File: config.mk
export PLATFORM = sky130hd
export DESIGN_NAME = avm_cfg_master
export DESIGN_NICKNAME = d
export VERILOG_FILES = /design/src/rtl/avm_cfg_pkg.sv /design/src/rtl/avm_cfg_master.sv
export SDC_FILE = /design/constraint.sdc
export NUM_CORES = 1
export LEC_CHECK = 0
export ABC_AREA = 1
export CORE_MARGIN = 2
export CORE_UTILIZATION = 40
export DETAILED_ROUTE_END_ITERATION = 12
export PLACE_DENSITY = 0.88
export SKIP_LAST_GASP = 1
export SYNTH_ARGS = -nofsm -noshare
export SYNTH_HDL_FRONTEND = slang
export SYNTH_SLANG_ARGS = --single-unit
File: constraint.sdc
create_clock -name clock -period 1.4 [get_ports clock]
set_input_delay 0.14 -clock clock [delete_from_list [all_inputs] [get_ports clock]]
set_output_delay 0.14 -clock clock [all_outputs]
set_load 0.02 [all_outputs]
File: src/rtl/avm_cfg_pkg.sv
// Shared types and constants for the Avalon-MM configuration master.
package avm_cfg_pkg;

  typedef enum logic [2:0] {
    ST_IDLE,
    ST_WR,
    ST_RD,
    ST_RD_WAIT,
    ST_RESP
  } state_t;

  localparam logic OP_READ  = 1'b0;
  localparam logic OP_WRITE = 1'b1;

  localparam int STALL_W = 8;
  localparam int LAT_W   = 3;

endpackage

File: src/rtl/avm_cfg_master.sv
// Single-outstanding Avalon-MM master driven by a valid/ready command port.
// Define AVM_CFG_TIMEOUT_EN to abort transfers stalled by waitrequest.
module avm_cfg_master
  import avm_cfg_pkg::*;
#(
  parameter int ADDR_W       = 1,
  parameter int DATA_W       = 32,
  parameter int READ_LATENCY = 1,
  parameter int TIMEOUT      = 255
) (
  input  logic              clock,
  input  logic              reset,
  input  logic              cmd_valid,
  output logic              cmd_ready,
  input  logic              cmd_write,
  input  logic [ADDR_W-1:0] cmd_address,
  input  logic [DATA_W-1:0] cmd_wdata,
  output logic              rsp_valid,
  input  logic              rsp_ready,
  output logic [DATA_W-1:0] rsp_rdata,
  output logic              rsp_err,
  output logic [ADDR_W-1:0] avm_address,
  output logic              avm_read,
  output logic              avm_write,
  output logic [DATA_W-1:0] avm_writedata,
  input  logic [DATA_W-1:0] avm_readdata,
  input  logic              avm_waitrequest
);

  if (READ_LATENCY < 1 || READ_LATENCY > 7) begin : g_bad_rl
    $error("READ_LATENCY must be 1..7");
  end
  if (TIMEOUT < 1 || TIMEOUT > 255) begin : g_bad_to
    $error("TIMEOUT must be 1..255");
  end

  localparam logic [LAT_W-1:0] LAT_LOAD = LAT_W'(READ_LATENCY - 1);

  state_t              r_state;
  logic                r_cmd_ready;
  logic                r_read;
  logic                r_write;
  logic [ADDR_W-1:0]   r_addr;
  logic [DATA_W-1:0]   r_wdata;
  logic                r_rsp_valid;
  logic [DATA_W-1:0]   r_rdata;
  logic [LAT_W-1:0]    r_lat;
  logic                w_timeout;

`ifdef AVM_CFG_TIMEOUT_EN
  localparam logic [STALL_W-1:0] TO_LAST = STALL_W'(TIMEOUT - 1);

  logic [STALL_W-1:0]  r_stall;
  logic                r_err;

  assign w_timeout = avm_waitrequest && (r_stall == TO_LAST);
  assign rsp_err   = r_err;
`else
  assign w_timeout = 1'b0;
  assign rsp_err   = 1'b0;
`endif

  always_ff @(posedge clock) begin
    if (reset) begin
      r_state     <= ST_IDLE;
      r_cmd_ready <= 1'b1;
      r_read      <= 1'b0;
      r_write     <= 1'b0;
      r_addr      <= '0;
      r_wdata     <= '0;
      r_rsp_valid <= 1'b0;
      r_rdata     <= '0;
      r_lat       <= '0;
`ifdef AVM_CFG_TIMEOUT_EN
      r_stall     <= '0;
      r_err       <= 1'b0;
`endif
    end else begin
      unique case (r_state)
        ST_IDLE: begin
          if (cmd_valid) begin
            r_addr      <= cmd_address;
            r_wdata     <= cmd_wdata;
            r_cmd_ready <= 1'b0;
            r_write     <= (cmd_write == OP_WRITE);
            r_read      <= (cmd_write == OP_READ);
            r_state     <= (cmd_write == OP_WRITE) ? ST_WR : ST_RD;
`ifdef AVM_CFG_TIMEOUT_EN
            r_stall     <= '0;
`endif
          end
        end
        ST_WR: begin
          if (!avm_waitrequest) begin
            r_write     <= 1'b0;
            r_rdata     <= '0;
            r_rsp_valid <= 1'b1;
            r_state     <= ST_RESP;
`ifdef AVM_CFG_TIMEOUT_EN
            r_err       <= 1'b0;
`endif
          end else if (w_timeout) begin
            r_write     <= 1'b0;
            r_rdata     <= '0;
            r_rsp_valid <= 1'b1;
            r_state     <= ST_RESP;
`ifdef AVM_CFG_TIMEOUT_EN
            r_err       <= 1'b1;
`endif
          end
`ifdef AVM_CFG_TIMEOUT_EN
          else r_stall <= r_stall + 1'b1;
`endif
        end
        ST_RD: begin
          if (!avm_waitrequest) begin
            r_read  <= 1'b0;
            r_lat   <= LAT_LOAD;
            r_state <= ST_RD_WAIT;
          end else if (w_timeout) begin
            r_read      <= 1'b0;
            r_rdata     <= '0;
            r_rsp_valid <= 1'b1;
            r_state     <= ST_RESP;
`ifdef AVM_CFG_TIMEOUT_EN
            r_err       <= 1'b1;
`endif
          end
`ifdef AVM_CFG_TIMEOUT_EN
          else r_stall <= r_stall + 1'b1;
`endif
        end
        ST_RD_WAIT: begin
          // Counter reaches zero on the cycle readdata is valid.
          if (r_lat == '0) begin
            r_rdata     <= avm_readdata;
            r_rsp_valid <= 1'b1;
            r_state     <= ST_RESP;
`ifdef AVM_CFG_TIMEOUT_EN
            r_err       <= 1'b0;
`endif
          end else begin
            r_lat <= r_lat - 1'b1;
          end
        end
        ST_RESP: begin
          if (rsp_ready) begin
            r_rsp_valid <= 1'b0;
            r_cmd_ready <= 1'b1;
            r_state     <= ST_IDLE;
          end
        end
        default: begin
          r_state     <= ST_IDLE;
          r_cmd_ready <= 1'b1;
          r_read      <= 1'b0;
          r_write     <= 1'b0;
          r_rsp_valid <= 1'b0;
        end
      endcase
    end
  end

  assign cmd_ready     = r_cmd_ready;
  assign rsp_valid     = r_rsp_valid;
  assign rsp_rdata     = r_rdata;
  assign avm_address   = r_addr;
  assign avm_read      = r_read;
  assign avm_write     = r_write;
  assign avm_writedata = r_wdata;

endmodule

==> reports/qor.yml <==
wire_per_inst_microns: 13.4
p_leak_nw: 2.14
first_pass_iters: 4
cts_root_buffer: "clkbuf_8"
synth.most_common_cell: "nand2_1"
timing.final.max_slew_violations: 0
min_path_type: "primary input to flip-flop"
outcome: "finished clean"
numPortBuffers: 139
hold_end: "avm_writedata[9]"
synth_nets: 454
synthAdderAreaFrac_pct: 0.867
whs_ns: 0.356
routed_via_density: 4.77
detailedPlacementHpwl_microns: 5930
die_height_microns: 89.0
grt_pass1_vias: 2748
dr_total_vias: 2997
path_cells: "buf_4 > nor2_4 > nand3_4 > nand2_8 > buf_12 > clkbuf_16 > a21oi_1"
die_w_microns: 89.0
cts_max_path_buffers: 2
critPathMaxFanout: 19
async_flop_share_pct: 0
wl_met3_microns: 532
r2r_start: "r_state[2]"
hold_violations: 0
met1_length_microns: 3450
start_kind: "flip-flop"
worst_path_max_delay_cell: "dfxtp_2"
cpPeakStageDelay_ns: 0.35
crit_arrival_ns: 1.57
topRoutingLayerUsed: "met4"
synth_compound_area_share_pct: 19.1
wl_met2_microns: 4340
routabilityCongestion: 0.927
yosysSeqAreaShare_pct: 52.0
cts_buffers: 9
fin_skew_ns: 0.0169
drt-initial-drc-count: 110
grt_pass1_wl_microns: 12400
yosys.area.top_type_share_pct: 52.0
die_area_sq_mm: 0.00791
syn_area_per_cell_sq_um: 7.58
synth_top_family_by_area: "simple AND/OR/NAND/NOR gates"
clkSinkCount: 75
ir_drop_uv: 1080
cp_num_buf_inv: 3
crit_family: "buffers and inverters"
period_share_pct: 96.5
routed_wl_microns: 8420
synth_ff_type: "dfxtp_1"
synthToLayoutAreaGrowth_pct: 64.0
synth_top_area_cell: "dfxtp_1"
synth.lib_cells_used.distinct: 24
synthSimpleGateAreaFrac_pct: 20.8
synth_xor_area_share_pct: 0.303
reg2reg_slack_ns: 0.05
ys_ff_latch: 75
max_freq_mhz: 740
grt_max_degree: 40
row_count: 30
drc: 0
grt_overflow: 0
crit_type: "flip-flop to flip-flop"
synthTopCellsByArea: "dfxtp_1 52%, nand2_1 16%, a21oi_1 12%"
rsz0062_at_grt: "yes"
fin_cells: 628
synthTopCellsByCount: "120 x nand2_1, 75 x dfxtp_1, 72 x a21oi_1"
synth_mux_area_share_pct: 0
setup-violations-final: 0
insertion_delay_ns: 0.34
min_path_cells: 3
synth_edf_count: 0
hold_start: "cmd_wdata[9]"
netlist_area_sq_mm: 0.00289
io_pins: 141
timing.final.crit_period_ns: 1.35
yosys_warnings: 0
utilization_pct: 68.6
cp.required_ns: 1.62
core_area_sq_mm: 0.00691
pre_cts_ws_ns: -0.0934
rr_worst_depth: 7
antenna_found_initial: 0
syn_inst: 381
r2r-end: "rsp_rdata[18]"
drtAntennaViolNets: 0
worst_setup_path_end_kind: "flip-flop"
maxCapViolCount: 0
place_inst: 610
antenna_cells: 0
cts_tree: "yes"
clk_pin_slew_worst_paths_ns: 0.08
pwr_density_cell_mw_per_mm2: 1820
track_usage_pct: 19.9
drive_gt1_share_pct: 10.3
hold_buffers: 0
start_util_pct: 41.8
layout_setup_ws_ns: 0.0488
cts_max_level: 3
num-nets-final: 601
flip-flops by register name (all words and copies together) (netlist names):
| signal | count |
|---|---|
| r_state | 3 |
| avm_writedata | 32 |
| rsp_rdata | 32 |
| cmd_ready | 1 |
| rsp_valid | 1 |
| avm_address | 1 |
| avm_read | 1 |
| avm_write | 1 |
| r_lat | 3 |
layout make-up:
type	instances	area, sq um
fill	611	2170
tap	96	120
clock inverter	4	50.0
sequential	75	1510
timing repair buffer	161	1580
clock buffer	11	151
inverter	18	70.1
multi-input combinational	263	1250
layout by cell type (no fill, tap or decap), drive strengths merged, types with 3 or more instances in the layout:
cell type      count
nand2            121
dfxtp             75
a21oi             72
clkdlybuf4s50     70
dlygate4sd2       69
o21ai             35
buf               20
inv               18
nor2              17
clkbuf            13
nand3              7
nand4              3
worst max-delay path by stage:
stage               startpoint  slack (ns)  cells after the start            end
3_3_place_gp   avm_waitrequest       -0.02                      7   rsp_rdata[7]
5_1_grt             r_state[2]       -0.04                      7      rsp_valid
6_report            r_state[2]        0.05                      7  rsp_rdata[18]
4_1_cts             r_state[2]       0.005                      7   rsp_rdata[9]
2_1_floorplan       r_state[0]        0.10                      7   rsp_rdata[0]
3_5_place_dp   avm_waitrequest       -0.09                      7   rsp_rdata[9]
per-layer routing:
layer | global-route usage, % | vias to the layer above
met3 | 4.71 | 7
li1 | - | 1537
met4 | 7.87 | 0
met5 | 0 | -
met2 | 35.8 | 96
met1 | 22.8 | 1357
where the power goes:
part	internal, mW	switching (mW)
logic	1.67	2.25
registers	2.72	0.310
clock network	0.908	0.769
total	5.29	3.33
through the flow:
step / power, mW / TNS [ns] / cell area (sq um)
2_1_floorplan: 5.18 / 0 / 2890
6_report: 8.63 / 0 / 4730
3_3_place_gp: 6.89 / -0.0468 / 4450
5_1_grt: 9.14 / -0.393 / 4730
3_5_place_dp: 7.00 / -0.705 / 4450
4_1_cts: 8.31 / 0 / 4570
repair_timing:
| item | 4_1_cts | 5_1_grt |
|---|---|---|
| gates cloned | 0 | 2 |
| setup buffers | 0 | 1 |
| setup endpoints to repair | 88 | 69 |
| gates resized for setup | 71 | 24 |
| pin swaps | 0 | 3 |
worst reg2reg max path, delay by kind of cell, from the launching register on:
| family | cells | cell delay, ns |
|---|---|---|
| AND/OR/NAND/NOR | 3 | 0.41 |
| buffers and inverters | 3 | 0.41 |
| flip-flops | 1 | 0.35 |
| AO/OA/AOI/OAI | 1 | 0.07 |
cell families after synthesis:
family,Yosys count
AO/OA/AOI/OAI,109
other,1
AND/OR/NAND/NOR,150
buffers and inverters,43
adder cells (fa/ha/maj),2
XOR/XNOR,1
flip-flops,75
No activity file was read; power rests on OpenSTA's default activity.
